## src/rtl/ddr_frame_writer_pkg.sv

```systemverilog
// ddr_frame_writer_pkg
// Shared definitions for the DDR frame writer: burst-sequencer state encoding,
// DDR word geometry and AXI write-response codes.
//
// state     | meaning
// ----------+----------------------------------------------------------
// ST_IDLE   | waiting for FIFO data and frame space; applies frame restarts
// ST_ADDR   | write address presented, waiting for m_awready
// ST_DATA   | streaming FIFO words onto the write data channel
// ST_RESP   | waiting for the write response of the current burst
package ddr_frame_writer_pkg;

    typedef enum logic [1:0] {
        ST_IDLE = 2'd0,
        ST_ADDR = 2'd1,
        ST_DATA = 2'd2,
        ST_RESP = 2'd3
    } wr_state_t;

    localparam int BYTES_PER_WORD = 16;

    localparam logic [1:0] RESP_OKAY   = 2'b00;
    localparam logic [1:0] RESP_EXOKAY = 2'b01;
    localparam logic [1:0] RESP_SLVERR = 2'b10;
    localparam logic [1:0] RESP_DECERR = 2'b11;

    // Anything other than a plain OKAY is treated as a write error.
    function automatic logic resp_is_err(input logic [1:0] resp);
        return (resp == RESP_EXOKAY) || (resp == RESP_SLVERR) || (resp == RESP_DECERR);
    endfunction

endpackage

```

## src/rtl/ddr_wr_addr_gen.sv

```systemverilog
// ddr_wr_addr_gen
// Tracks how many words of the current frame have been issued, computes the
// length and byte address of the next burst, and holds the ping-pong buffer
// select.
//
// Ports:
//   clk, rst        clock, async active-high reset
//   clear_i         restart the frame (word counter to 0)
//   advance_i       address handshake: counter += burst length
//   toggle_i        frame completed: swap the active buffer
//   burst_len_o     beats in the next burst (1..BURST_LEN)
//   burst_addr_o    DDR byte address of the next burst
//   frame_full_o    every word of the frame has been issued
//   active_buf_o    buffer currently being written
module ddr_wr_addr_gen
    import ddr_frame_writer_pkg::*;
#(
    parameter int                    ADDR_WIDTH  = 28,
    parameter int                    BURST_LEN   = 16,
    parameter int                    FRAME_WORDS = 518400,
    parameter logic [ADDR_WIDTH-1:0] BUF0_BASE   = ADDR_WIDTH'('h0000000),
    parameter logic [ADDR_WIDTH-1:0] BUF1_BASE   = ADDR_WIDTH'('h0800000)
) (
    input  logic                  clk,
    input  logic                  rst,
    input  logic                  clear_i,
    input  logic                  advance_i,
    input  logic                  toggle_i,
    output logic [31:0]           burst_len_o,
    output logic [ADDR_WIDTH-1:0] burst_addr_o,
    output logic                  frame_full_o,
    output logic                  active_buf_o
);

    localparam int CNT_W      = $clog2(FRAME_WORDS + 1);
    localparam int BYTE_SHIFT = $clog2(BYTES_PER_WORD);

    logic [CNT_W-1:0] words_q;
    logic             active_buf_q;
    logic [31:0]      remaining;

    assign remaining    = 32'(FRAME_WORDS) - 32'(words_q);
    // The tail burst of a frame is shortened to whatever is left.
    assign burst_len_o  = (remaining < 32'(BURST_LEN)) ? remaining : 32'(BURST_LEN);
    assign burst_addr_o = (active_buf_q ? BUF1_BASE : BUF0_BASE)
                        + (ADDR_WIDTH'(words_q) << BYTE_SHIFT);
    assign frame_full_o = (words_q == CNT_W'(FRAME_WORDS));
    assign active_buf_o = active_buf_q;

    always_ff @(posedge clk or posedge rst) begin
        if (rst) begin
            words_q      <= '0;
            active_buf_q <= 1'b0;
        end else begin
            if (clear_i) begin
                words_q <= '0;
            end else if (advance_i) begin
                words_q <= words_q + CNT_W'(burst_len_o);
            end
            if (toggle_i) begin
                active_buf_q <= ~active_buf_q;
            end
        end
    end

endmodule

```

## src/rtl/ddr_frame_writer.sv

```systemverilog
// ddr_frame_writer
// Drains a show-ahead prefetch FIFO of 128-bit video words into a ping-pong
// pair of DDR frame buffers using AXI write bursts.
//
// Ports:
//   clk, rst                      clock, async active-high reset
//   frame_start                   one-cycle pulse at start of each video frame
//   fifo_rd_en/_vld/_data         show-ahead FIFO pop interface
//   m_aw*, m_w*, m_b*             AXI write address / data / response channels
//   buf_idx                       last fully written buffer
//   frame_done                    one-cycle pulse when a frame has been written
//   wr_err                        sticky error on any non-OKAY response
module ddr_frame_writer
    import ddr_frame_writer_pkg::*;
#(
    parameter int                    ADDR_WIDTH  = 28,
    parameter int                    BURST_LEN   = 16,
    parameter int                    FRAME_WORDS = 518400,
    parameter logic [ADDR_WIDTH-1:0] BUF0_BASE   = ADDR_WIDTH'('h0000000),
    parameter logic [ADDR_WIDTH-1:0] BUF1_BASE   = ADDR_WIDTH'('h0800000)
) (
    input  logic                  clk,
    input  logic                  rst,
    input  logic                  frame_start,
    output logic                  fifo_rd_en,
    input  logic                  fifo_rd_vld,
    input  logic [127:0]          fifo_rd_data,
    output logic [ADDR_WIDTH-1:0] m_awaddr,
    output logic [7:0]            m_awlen,
    output logic                  m_awvalid,
    input  logic                  m_awready,
    output logic [127:0]          m_wdata,
    output logic [15:0]           m_wstrb,
    output logic                  m_wlast,
    output logic                  m_wvalid,
    input  logic                  m_wready,
    input  logic [1:0]            m_bresp,
    input  logic                  m_bvalid,
    output logic                  m_bready,
    output logic                  buf_idx,
    output logic                  frame_done,
    output logic                  wr_err
);

    wr_state_t             state_q;
    logic [ADDR_WIDTH-1:0] m_awaddr_q;
    logic [7:0]            m_awlen_q;
    logic                  m_awvalid_q;
    logic                  m_bready_q;
    logic [7:0]            beat_q;
    logic                  pending_q;
    logic                  buf_idx_q;
    logic                  frame_done_q;
    logic                  wr_err_q;

    logic [31:0]           burst_len;
    logic [ADDR_WIDTH-1:0] burst_addr;
    logic                  frame_full;
    logic                  active_buf;
    logic                  in_data;
    logic                  w_hs;
    logic                  resp_done;
    logic                  gen_clear;
    logic                  gen_advance;
    logic                  gen_toggle;

    ddr_wr_addr_gen #(
        .ADDR_WIDTH  (ADDR_WIDTH),
        .BURST_LEN   (BURST_LEN),
        .FRAME_WORDS (FRAME_WORDS),
        .BUF0_BASE   (BUF0_BASE),
        .BUF1_BASE   (BUF1_BASE)
    ) u_addr_gen (
        .clk          (clk),
        .rst          (rst),
        .clear_i      (gen_clear),
        .advance_i    (gen_advance),
        .toggle_i     (gen_toggle),
        .burst_len_o  (burst_len),
        .burst_addr_o (burst_addr),
        .frame_full_o (frame_full),
        .active_buf_o (active_buf)
    );

    // The data channel is a straight pass-through of the FIFO head so a beat
    // and its pop always happen in the same cycle.
    assign in_data    = (state_q == ST_DATA);
    assign m_wvalid   = in_data && fifo_rd_vld;
    assign fifo_rd_en = in_data && m_wready;
    assign m_wdata    = fifo_rd_data;
    assign m_wstrb    = m_wvalid ? 16'hFFFF : 16'h0000;
    assign m_wlast    = in_data && (beat_q == m_awlen_q);
    assign w_hs       = m_wvalid && m_wready;

    assign m_awaddr   = m_awaddr_q;
    assign m_awlen    = m_awlen_q;
    assign m_awvalid  = m_awvalid_q;
    assign m_bready   = m_bready_q;
    assign buf_idx    = buf_idx_q;
    assign frame_done = frame_done_q;
    assign wr_err     = wr_err_q;

    assign resp_done   = (state_q == ST_RESP) && m_bvalid;
    assign gen_advance = (state_q == ST_ADDR) && m_awready;
    assign gen_toggle  = resp_done && frame_full;
    // A restart seen mid-burst is held until the burst's response returns;
    // a restart coinciding with the final response still lets the frame
    // complete (toggle) before the counter clears.
    assign gen_clear   = ((state_q == ST_IDLE) && frame_start)
                       || (resp_done && (pending_q || frame_start));

    always_ff @(posedge clk or posedge rst) begin
        if (rst) begin
            state_q      <= ST_IDLE;
            m_awaddr_q   <= BUF0_BASE;
            m_awlen_q    <= 8'd0;
            m_awvalid_q  <= 1'b0;
            m_bready_q   <= 1'b0;
            beat_q       <= 8'd0;
            pending_q    <= 1'b0;
            buf_idx_q    <= 1'b1;
            frame_done_q <= 1'b0;
            wr_err_q     <= 1'b0;
        end else begin
            frame_done_q <= 1'b0;
            if (m_bvalid && resp_is_err(m_bresp)) begin
                wr_err_q <= 1'b1;
            end
            if (frame_start && (state_q != ST_IDLE)) begin
                pending_q <= 1'b1;
            end
            case (state_q)
                ST_IDLE: begin
                    // A restart takes this cycle to clear the counter first.
                    if (!frame_start && fifo_rd_vld && !frame_full) begin
                        state_q     <= ST_ADDR;
                        m_awvalid_q <= 1'b1;
                        m_awaddr_q  <= burst_addr;
                        m_awlen_q   <= 8'(burst_len - 32'd1);
                    end
                end
                ST_ADDR: begin
                    if (m_awready) begin
                        m_awvalid_q <= 1'b0;
                        beat_q      <= 8'd0;
                        state_q     <= ST_DATA;
                    end
                end
                ST_DATA: begin
                    if (w_hs) begin
                        if (m_wlast) begin
                            m_bready_q <= 1'b1;
                            state_q    <= ST_RESP;
                        end else begin
                            beat_q <= beat_q + 8'd1;
                        end
                    end
                end
                ST_RESP: begin
                    if (m_bvalid) begin
                        m_bready_q <= 1'b0;
                        pending_q  <= 1'b0;
                        state_q    <= ST_IDLE;
                        if (frame_full) begin
                            frame_done_q <= 1'b1;
                            buf_idx_q    <= active_buf;
                        end
                    end
                end
                default: begin
                    state_q <= ST_IDLE;
                end
            endcase
        end
    end

endmodule

```

## config.mk

```make
export PLATFORM = sky130hd
export DESIGN_NAME = ddr_frame_writer
export DESIGN_NICKNAME = d
export VERILOG_FILES = /design/src/rtl/ddr_frame_writer_pkg.sv /design/src/rtl/ddr_wr_addr_gen.sv /design/src/rtl/ddr_frame_writer.sv
export SDC_FILE = /design/constraint.sdc
export NUM_CORES = 1
export LEC_CHECK = 0
export ABC_AREA = 1
export CELL_PAD_IN_SITES_DETAIL_PLACEMENT = 1
export CELL_PAD_IN_SITES_GLOBAL_PLACEMENT = 1
export CORE_UTILIZATION = 23
export CTS_BUF_LIST = sky130_fd_sc_hd__clkbuf_4 sky130_fd_sc_hd__clkbuf_8
export DETAILED_ROUTE_END_ITERATION = 7
export GPL_TIMING_DRIVEN = 1
export PLACE_DENSITY = 0.87
export SLEW_MARGIN = 10
export SYNTH_ARGS = -nofsm -noshare
export SYNTH_HDL_FRONTEND = slang
export SYNTH_SLANG_ARGS = --single-unit
```

## constraint.sdc

```tcl
create_clock -name clk -period 3.65 [get_ports clk]
set_input_delay 0.365 -clock clk [delete_from_list [all_inputs] [get_ports clk]]
set_output_delay 0.365 -clock clk [all_outputs]
set_load 0.005 [all_outputs]
```

==> impl_metrics.csv <==
group,metric,value,unit
detailed_routing,vias_per_cell,4.45,
clocking,path_clk_slew,0.07,ns
clocking,cts-root-buf,"clkbuf_8",
clocking,cts_tree,"yes",
power_and_ir_drop,seqPwrFrac,0.328,
place,portBuffers,60,
die,die_w,156,um
run_status,status,"finished, final reports clean",
detailed_routing,first_iter_violations,203,
die,rows,56,
clocking,ctsHoldBuffers,0,
finish,syn2layout_area_growth,10.2,%
timing,fmax,283,MHz
timing,finClkSkew,0.0102,ns
critical_path,start_kind,"flop",
yosys,async_reset_ff_frac,1.00,
critical_path,path_delay_family,"simple AND/OR/NAND/NOR gates",
timing,setup_viol,0,
critical_path,slowest_delay,0.40,ns
finish,fillers,2932,
yosys,synth_cells,780,
clocking,cts_buffer_depth,2,
clocking,cts_made_buffers,9,
critical_path,cp-end-kind,"flop",
power_and_ir_drop,power.density,513,mW/mm^2
timing,hold_viol,0,
timing,rsz0062_at_grt,"yes",
finish,multi_input_area,0.00254,sq mm
clocking,clk_latency,0.38,ns
global_route,grt_pass1_vias,4943,
clocking,cts_max_level,3,
clocking,clock_sinks,64,
global_route,grt-ovfl-total,0,
global_route,grt_max_degree,33,
finish,regArea,0.00161,sq mm
power_and_ir_drop,p_clk_frac,0.214,
critical_path,worstSetupPathType,"flop to flop",
detailed_routing,wirelength,15800,um
yosys,synth-seq-area-share,0.293,
global_route,grtUsageTotal,0.128,
timing,finalCriticalPeriod,3.53,ns
yosys,ys_ff_latch,64,
global_route,antenna_found_initial,0,
yosys,syn_avg_cell_area,7.01,sq um
job,maxCapViolations,0,
place,post-place-ws,-0.198,ns
die,die_h,156,um
critical_path,path_buf_inv,4,
finish,nets,891,
timing,max_slew_margin,0.532,
yosys,synth_edf_count,0,
yosys,netlist_area,0.00547,sq mm
critical_path,cp_slowest_cell,"dfrtp_1",
power_and_ir_drop,swShare,0.407,
die,initial_core_util,0.234,
yosys,ys_warn_count,0,
power_and_ir_drop,p_leak,2.79,nW
place,place.gp.congestion,0.861,
detailed_routing,ant_nets,0,
critical_path,crit_fanout,7,
die,die_area,0.0244,sq mm
timing,tns,0,ns
die,ios,325,
yosys,ys.flop_type,"dfrtp_1",
power_and_ir_drop,peakVddDrop,0.000187,V
worst_hold_path,hp-class,"input port to async pin",
die,coreArea,0.0234,sq mm
detailed_routing,drc,0,
power_and_ir_drop,power_frac_comb,0.459,
power_and_ir_drop,p_int,0.00183,W
finish,final_cell_mix,"175 x nand2_1, 72 x inv_1, 60 x clkdlybuf4s50_1",
finish,mostFrequentLayoutCell,"nand2_1",
yosys,ys_types,45,
critical_path,crit_chain,"inv_2 -> ha_4 -> nand2_8 -> nor2_4 -> nand2_2 -> nand2_2 -> nand3_2 -> o21ai_1 -> nand2_1 -> nor4_2 -> nand3_2 -> nor2_4 -> inv_2 -> fa_2 -> nand3b_1 -> and2_4 -> inv_2 -> nand4_1 -> nand2_4 -> buf_6 -> nand3_2 -> nand2_2 -> o22ai_1",
timing,post-route-period-util,0.968,
timing,setup_ws,0.117,ns
critical_path,cp.required,3.90,ns
global_route,grt_pass1_wl,24500,um
detailed_routing,wl_per_cell,14.9,um
power_and_ir_drop,power_switching,0.00126,W
finish,drive_gt1_frac,0.183,
place,place_hpwl,11900,um
timing,worst_slew_pin_slew,0.701,ns
timing,slew_viol_final,0,
critical_path,cp.arrival,3.79,ns
finish,diodes,0,
detailed_routing,drt_pass1_iterations,6,
detailed_routing,dr_total_vias,4735,
cell type report:
class	instances	share of cell area
multi-input combinational	475	0.422
sequential	64	0.268
timing repair buffer	104	0.156
tap	319	0.0663
inverter	86	0.0540
clock buffer	11	0.0251
clock inverter	5	0.00914
synthesized netlist by cell type, drive strengths merged, types with 2 or more instances:
cell type,number,area share
o22ai,4,0.0046
nor2,61,0.049
nor3,11,0.011
buf,158,0.21
xnor2,3,0.0048
and2,2,0.0023
nand3,50,0.050
inv,83,0.057
clkbuf,7,0.0050
nor3b,7,0.011
nor4,4,0.0046
dfrtp,63,0.29
or2,4,0.0046
nand2,190,0.13
a21oi,25,0.023
xor2,10,0.016
ha,13,0.030
o21ai,58,0.054
nand3b,2,0.0027
clkinv,3,0.0021
nand4,11,0.013
worst register-to-register path, cell delays in order (launching register included):
cell	delay, ns
dfrtp_1	0.40
inv_2	0.11
ha_4	0.18
nand2_8	0.07
nor2_4	0.14
nand2_2	0.09
nand2_2	0.10
nand3_2	0.07
o21ai_1	0.07
nand2_1	0.08
nor4_2	0.25
nand3_2	0.19
nor2_4	0.17
inv_2	0.07
fa_2	0.40
nand3b_1	0.18
and2_4	0.17
inv_2	0.05
nand4_1	0.12
nand2_4	0.17
buf_6	0.12
nand3_2	0.06
nand2_2	0.09
o22ai_1	0.07
worst paths after layout:
check                                      start                endpoint  slack [ns]  cells past startpoint
setup / recovery           u_addr_gen.words_q[1]  u_addr_gen.words_q[12]        0.12                     23
hold / removal                               rst             m_awaddr[8]        0.42                      2
setup reg to reg           u_addr_gen.words_q[1]  u_addr_gen.words_q[12]        0.12                     23
hold reg to reg                           wr_err                  wr_err        0.48                      2
max in group asynchronous                    rst  u_addr_gen.words_q[10]        2.32                      3
min in group clk                          wr_err                  wr_err        0.48                      2
per-layer routing:
metal | routed length, um | up-vias | GRT usage
li1 | - | 2230 | -
met1 | 6260 | 2333 | 0.137
met2 | 8420 | 130 | 0.233
met3 | 745 | 42 | 0.0283
met4 | 406 | 0 | 0.0668
met5 | 0 | - | 0
repair_timing:
item | 4_1_cts | 5_1_grt
pin swaps | 4 | 18
endpoints found under the setup margin | 6 | 10
gates resized for setup | 12 | 47
setup buffers | 2 | 13
logic make-up (layout without fill, tap and decap cells):
family          count (synthesis)  after routing  share of synthesized area
other cells                     1             11                   0.000686
simple gates                  343            343                      0.282
flops                          64             64                      0.293
compound gates                 94             94                     0.0918
xor+xnor                       13             13                     0.0208
buf+inv                       251            206                      0.278
fa+ha+maj                      14             14                     0.0334
per-stage QoR:
| step | std cells | instance area, sq um | utilization | hold slack [ns] | total power (W) |
|---|---|---|---|---|---|
| floorplan | 790 | 5510 | - | 0.442 | 0.00193 |
| global placement | 1033 | 5530 | 0.236 | 0.455 | 0.00231 |
| detailed placement | 1033 | 5530 | 0.236 | 0.462 | 0.00238 |
| CTS | 1051 | 5780 | 0.247 | 0.450 | 0.00308 |
| global route | 1064 | 6020 | 0.257 | 0.499 | 0.00332 |
| finish | 1064 | 6020 | 0.257 | 0.417 | 0.00309 |
power groups by stage:
stage	logic, W	registers, W	clock network, W
global route	0.00158	0.00103	0.000704
finish	0.00142	0.00101	0.000660
floorplan	0.000934	0.000993	0
CTS	0.00139	0.00101	0.000673
global placement	0.00130	0.00101	0
detailed placement	0.00137	0.00102	0
state kept, by name, summed over array words and instances (netlist names):
signal	cells
beat_q	8
buf_idx	1
frame_done	1
m_awaddr	20
m_awlen	8
m_awvalid	1
m_bready	1
pending_q	1
state_q	2
u_addr_gen.active_buf_o	1
u_addr_gen.words_q	19
wr_err	1
Note: power is estimated with default switching activity, not from simulation.
